--- src/rtl/library_ureg_if.sv ---
// Bus of the universal register cell: control, data and serial inputs plus the
// register outputs. The clock and clear stay outside as plain ports.
interface library_ureg_if #(
  parameter int WIDTH = 4
);
  logic             iPre;
  logic             iEnb;
  logic             iSel;
  logic [WIDTH-1:0] iA;
  logic [WIDTH-1:0] iB;
  logic [2:0]       iMode;
  logic             iSerL;
  logic             iSerR;
  logic [WIDTH-1:0] oQ;
  logic [WIDTH-1:0] oQn;
  logic             oSer;
  logic             oTc;

  modport master (
    output iPre, iEnb, iSel, iA, iB, iMode, iSerL, iSerR,
    input  oQ, oQn, oSer, oTc
  );

  modport slave (
    input  iPre, iEnb, iSel, iA, iB, iMode, iSerL, iSerR,
    output oQ, oQn, oSer, oTc
  );
endinterface

--- src/rtl/library_ureg.sv ---
// WIDTH-bit universal register: hold, load, shift, rotate, count up/down and
// invert, with async clear, sync preset, active-low enable and terminal count.
module library_ureg #(
  parameter int               WIDTH      = 4,
  parameter logic [WIDTH-1:0] PRESET_VAL = {WIDTH{1'b1}}
) (
  input logic            iClk,
  input logic            iClr,
  library_ureg_if.slave  bus
);

  typedef enum logic [2:0] {
    MODE_HOLD  = 3'b000,
    MODE_LOAD  = 3'b001,
    MODE_SHL   = 3'b010,
    MODE_SHR   = 3'b011,
    MODE_UP    = 3'b100,
    MODE_DOWN  = 3'b101,
    MODE_ROL   = 3'b110,
    MODE_INV   = 3'b111
  } mode_e;

  localparam logic [WIDTH-1:0] ONE      = {{(WIDTH-1){1'b0}}, 1'b1};
  localparam logic [WIDTH-1:0] ALL_ONES = {WIDTH{1'b1}};

  mode_e            mode;
  logic [WIDTH-1:0] q_reg;
  logic [WIDTH-1:0] q_next;

  assign mode = mode_e'(bus.iMode);

  // Preset overrides the enable; a disabled cell simply holds.
  always_comb begin
    q_next = q_reg;
    if (!bus.iPre) begin
      q_next = PRESET_VAL;
    end else if (!bus.iEnb) begin
      case (mode)
        MODE_HOLD: q_next = q_reg;
        MODE_LOAD: q_next = bus.iSel ? bus.iB : bus.iA;
        MODE_SHL:  q_next = {q_reg[WIDTH-2:0], bus.iSerL};
        MODE_SHR:  q_next = {bus.iSerR, q_reg[WIDTH-1:1]};
        MODE_UP:   q_next = q_reg + ONE;
        MODE_DOWN: q_next = q_reg - ONE;
        MODE_ROL:  q_next = {q_reg[WIDTH-2:0], q_reg[WIDTH-1]};
        MODE_INV:  q_next = ~q_reg;
        default:   q_next = q_reg;
      endcase
    end
  end

  always_ff @(posedge iClk or negedge iClr) begin
    if (!iClr) begin
      q_reg <= '0;
    end else begin
      q_reg <= q_next;
    end
  end

  // All outputs derive from the single state register, so oQn can never skew from oQ.
  assign bus.oQ   = q_reg;
  assign bus.oQn  = ~q_reg;
  assign bus.oSer = (mode == MODE_SHL || mode == MODE_ROL) ? q_reg[WIDTH-1] : q_reg[0];
  assign bus.oTc  = ((mode == MODE_UP)   && (q_reg == ALL_ONES)) ||
                    ((mode == MODE_DOWN) && (q_reg == '0));

endmodule

--- src/flat_wrapper.sv ---
// flat-port wrapper written by rule: the top's interface ports become plain ports
module library_ureg_flat 
#(
  parameter int               WIDTH      = 4,
  parameter logic [WIDTH-1:0] PRESET_VAL = {WIDTH{1'b1}}
)
  (iClk, iClr, bus_iPre, bus_iEnb, bus_iSel, bus_iA, bus_iB, bus_iMode, bus_iSerL, bus_iSerR, bus_oQ, bus_oQn, bus_oSer, bus_oTc);
  library_ureg_if #(.WIDTH(WIDTH)) bus_i ();
  input logic iClk;
  input logic iClr;
  input wire logic [$bits(bus_i.iPre)-1:0] bus_iPre;
  input wire logic [$bits(bus_i.iEnb)-1:0] bus_iEnb;
  input wire logic [$bits(bus_i.iSel)-1:0] bus_iSel;
  input wire logic [$bits(bus_i.iA)-1:0] bus_iA;
  input wire logic [$bits(bus_i.iB)-1:0] bus_iB;
  input wire logic [$bits(bus_i.iMode)-1:0] bus_iMode;
  input wire logic [$bits(bus_i.iSerL)-1:0] bus_iSerL;
  input wire logic [$bits(bus_i.iSerR)-1:0] bus_iSerR;
  output wire logic [$bits(bus_i.oQ)-1:0] bus_oQ;
  output wire logic [$bits(bus_i.oQn)-1:0] bus_oQn;
  output wire logic [$bits(bus_i.oSer)-1:0] bus_oSer;
  output wire logic [$bits(bus_i.oTc)-1:0] bus_oTc;
  assign bus_i.iPre = bus_iPre;
  assign bus_i.iEnb = bus_iEnb;
  assign bus_i.iSel = bus_iSel;
  assign bus_i.iA = bus_iA;
  assign bus_i.iB = bus_iB;
  assign bus_i.iMode = bus_iMode;
  assign bus_i.iSerL = bus_iSerL;
  assign bus_i.iSerR = bus_iSerR;
  assign bus_oQ = bus_i.oQ;
  assign bus_oQn = bus_i.oQn;
  assign bus_oSer = bus_i.oSer;
  assign bus_oTc = bus_i.oTc;
  library_ureg #(.WIDTH(WIDTH), .PRESET_VAL(PRESET_VAL)) u_core (.iClk(iClk), .iClr(iClr), .bus(bus_i));
endmodule
--- config.mk ---
export PLATFORM = sky130hd
export DESIGN_NAME = library_ureg_flat
export DESIGN_NICKNAME = d
export VERILOG_FILES = /design/src/rtl/library_ureg_if.sv /design/src/rtl/library_ureg.sv /design/src/flat_wrapper.sv
export SDC_FILE = /design/constraint.sdc
export NUM_CORES = 1
export LEC_CHECK = 0
export CAP_MARGIN = 0
export CORE_MARGIN = 5
export CORE_UTILIZATION = 39
export DETAILED_ROUTE_END_ITERATION = 16
export PLACE_DENSITY = 0.87
export SETUP_SLACK_MARGIN = 0.15
export SYNTH_ARGS = -nofsm -noshare
export SYNTH_HDL_FRONTEND = slang
export SYNTH_SLANG_ARGS = --single-unit
--- constraint.sdc ---
create_clock -name iClk -period 1.8 [get_ports iClk]
set_input_delay 0.45 -clock iClk [delete_from_list [all_inputs] [get_ports iClk]]
set_output_delay 0.45 -clock iClk [all_outputs]
set_load 0.02 [all_outputs]
==> results.cfg <==
[critical_path]
r2r-start = u_core.bus.oQ[1]
cp_slowest_stage_delay_ns = 0.39
required_ns = 1.35
startpoint_type = register
crit_path_start = u_core.bus.oQ[1]
path_cells = nand2b_4 -> nor4_4 -> a31oi_1 -> nor2b_2 -> buf_6
critPathKind = register to output port
reg2regPathDepth = 7
reg2reg_to = u_core.bus.oQ[2]
critPathArrivalTime_ns = 1.37
end_kind = output port
reg2reg_slack_ns = 0.13
crit_fanout = 2
worst_path_max_delay_cell = dfrtp_1

[sta]
whs_ns = 0.405
fmax_mhz = 549
fin_ws_ns = -0.0223
final-hold-violation-count = 0
slew_headroom = 0.805
slew_viol_final = 0
fin_skew_ns = 0.0188
timing.final.crit_share = 1.01
setup_viol = 1
finalCriticalPeriod_ns = 1.82
worst_slew_pin_slew_ns = 0.289
tns_ns = -0.0223
rsz0062_at_grt = true

[pwr]
switching_share = 0.380
intPower_mw = 0.337
pwr-share-seq = 0.200
p_leak_nw = 0.479
p_comb_frac = 0.547
ir_drop_uv = 421
powerDensity_nw_per_um2 = 510
p_sw_mw = 0.207
clockPowerShare = 0.253

[floorplanning]
design.die.area_um2 = 2330
fp.dieH_um = 48.3
rows = 13
core_um2 = 1350
start_util = 0.423
die_width_um = 48.3
ioPinCount = 28

[yosys]
synth-edff-count = 0
yosys.area_share.simple = 0.219
synthAdderAreaFrac = 0.0219
synth_compound_area_frac = 0.325
synthArstFlopShare = 1.00
ys_seq_area_frac = 0.175
post_synth_xor_area_fraction = 0.0307
synthMuxAreaShare = 0.112
synth-seq-cells = 4
syn_area_um2 = 571
synth_ff_type = dfrtp_1
syn-num-nets = 91
synth_top_family_by_area = compound AO/OA/AOI/OAI gates
synthCells = 72
yosys.cell_types.count = 36
yosysWarnings = 0
syn_avg_cell_area_um2 = 7.92

[layout]
nets = 139
largest_register_ffs = 4
syn2layout_area_growth_pct = 86.6
drive_above_1_share = 0.462
finalNonFillerCells = 134
antenna_cells = 0

[clock_tree]
htree_levels = 1
tritoncts = done
numCtsBuffers = 3
clk_pin_slew_ns = 0.06
clock-root-buffer = clkbuf_4
clock-sinks = 4
clock_latency_ns = 0.26
clock_path_buffers = 2

[global_route]
grt_pass1_wl_um = 3250
use_met1 = 0.230
grt_overflow = 0
grt_pass1_vias = 724
grt_max_degree = 17
gr-usage-met3 = 0.0443
grt.met2_usage = 0.372
grt.busiest_layer = met2
track_usage = 0.213
antenna_found_initial = 0

[min_path]
worstHoldPathType = input pin to async pin

[outcome]
violations = setup timing
status = complete, but fails checks

[placed_design]
dp_slack_ns = -0.850
dp.final_hpwl_um = 1580
dp.cells = 126
io_buffers = 27
gp_congestion = 0.848

[route]
finalWirelength_um = 2210
drtIter0Drc = 21
wl_per_cell_um = 16.5
drc = 0
via_per_inst = 5.73
ant_nets = 0
drt-pass1-iter-count = 4
num_vias = 768

[job]
maxCapViolations = 0
-- Yosys cell counts, types with 2 or more instances --
library cell  instances  area (um2)
nand2_1               6        22.5
o21ai_0               6        30.0
a211oi_1              5        37.5
a21oi_1               4        20.0
dfrtp_1               4         100
inv_1                 4        15.0
mux2i_1               3        30.0
nor2b_1               3        18.8
buf_2                 2        10.0
buf_4                 2        15.0
buf_6                 2        22.5
nand2b_1              2        12.5
nor2_1                2        7.51
o211ai_1              2        15.0
o21ai_1               2        10.0
o31ai_1               2        15.0
xnor2_1               2        17.5
-- timing repair --
item,4_1_cts,5_1_grt
setup endpoints to repair,14,9
gates cloned,0,0
pin swaps,6,7
buffers inserted,3,1
resized for setup,44,19
hold buffers,0,0
-- metal layers --
layer	up-vias	part of all wire	wire length, um
met1	351	0.38	842
met4	0	0.031	68
li1	364	-	-
met5	-	0	0
met3	7	0.088	195
met2	46	0.50	1100
-- through the flow --
step,cell area [um2],total power [mW],utilization
final,1060,0.543,0.789
after global routing,1060,0.576,0.789
after CTS,1040,0.530,0.770
after detailed placement,966,0.381,0.715
after global placement,966,0.371,0.715
after floorplan,603,0.250,-
-- cell usage in the layout, fill, tap and decap left out, types with 2 or more instances in the layout --
master,instances
xnor2_2,2
o21ai_0,4
o211ai_1,2
mux2i_1,3
nor3_2,2
nand2b_1,2
o21ai_1,3
clkbuf_2,4
buf_6,6
inv_1,3
dfrtp_2,2
buf_4,19
buf_2,3
nor2_1,2
inv_2,2
a21oi_1,4
nand2_1,5
clkdlybuf4s50_1,13
dfrtp_1,2
clkbuf_4,3
a211oi_1,4
dlygate4sd2_1,3
-- worst max-delay path by stage --
stage | to | slack, ns | cells past startpoint
2_1_floorplan | u_core.bus.oQ[2] | -0.12 | 10
3_3_place_gp | bus_oSer | -0.73 | 4
3_5_place_dp | u_core.bus.oQ[2] | -0.85 | 9
4_1_cts | bus_oTc | -0.06 | 4
5_1_grt | bus_oTc | -0.11 | 5
6_report | bus_oTc | -0.02 | 5
-- cell type report --
cell class,count,area [um2]
Clock buffer,4,26.3
Fill cell,98,285
Inverter,5,18.8
Multi-Input combinational cell,57,487
Sequential cell,4,103
Tap cell,15,18.8
Timing Repair Buffer,49,412
-- worst max-delay path, delay by kind of cell, from the launching register on --
family | cells | cell delay (ns)
AOI/OAI and AO/OA | 1 | 0.07
buffers and inverters | 1 | 0.12
DFF | 1 | 0.39
and+or+nand+nor | 3 | 0.54
-- logic make-up after synthesis --
group	after synthesis
AOI/OAI and AO/OA	28
and+or+nand+nor	21
buffers and inverters	11
muxes	5
DFF	4
xor gates and xnor gates	2
adders and majority gates	1
-- power by group through the flow --
stage | clock (mW) | combinational (mW) | sequential [mW]
2_1_floorplan | 0 | 0.133 | 0.118
4_1_cts | 0.141 | 0.286 | 0.104
5_1_grt | 0.149 | 0.317 | 0.110
3_5_place_dp | 0 | 0.275 | 0.106
6_report | 0.138 | 0.297 | 0.109
3_3_place_gp | 0 | 0.266 | 0.105
Power figures use the tool's default switching activity.
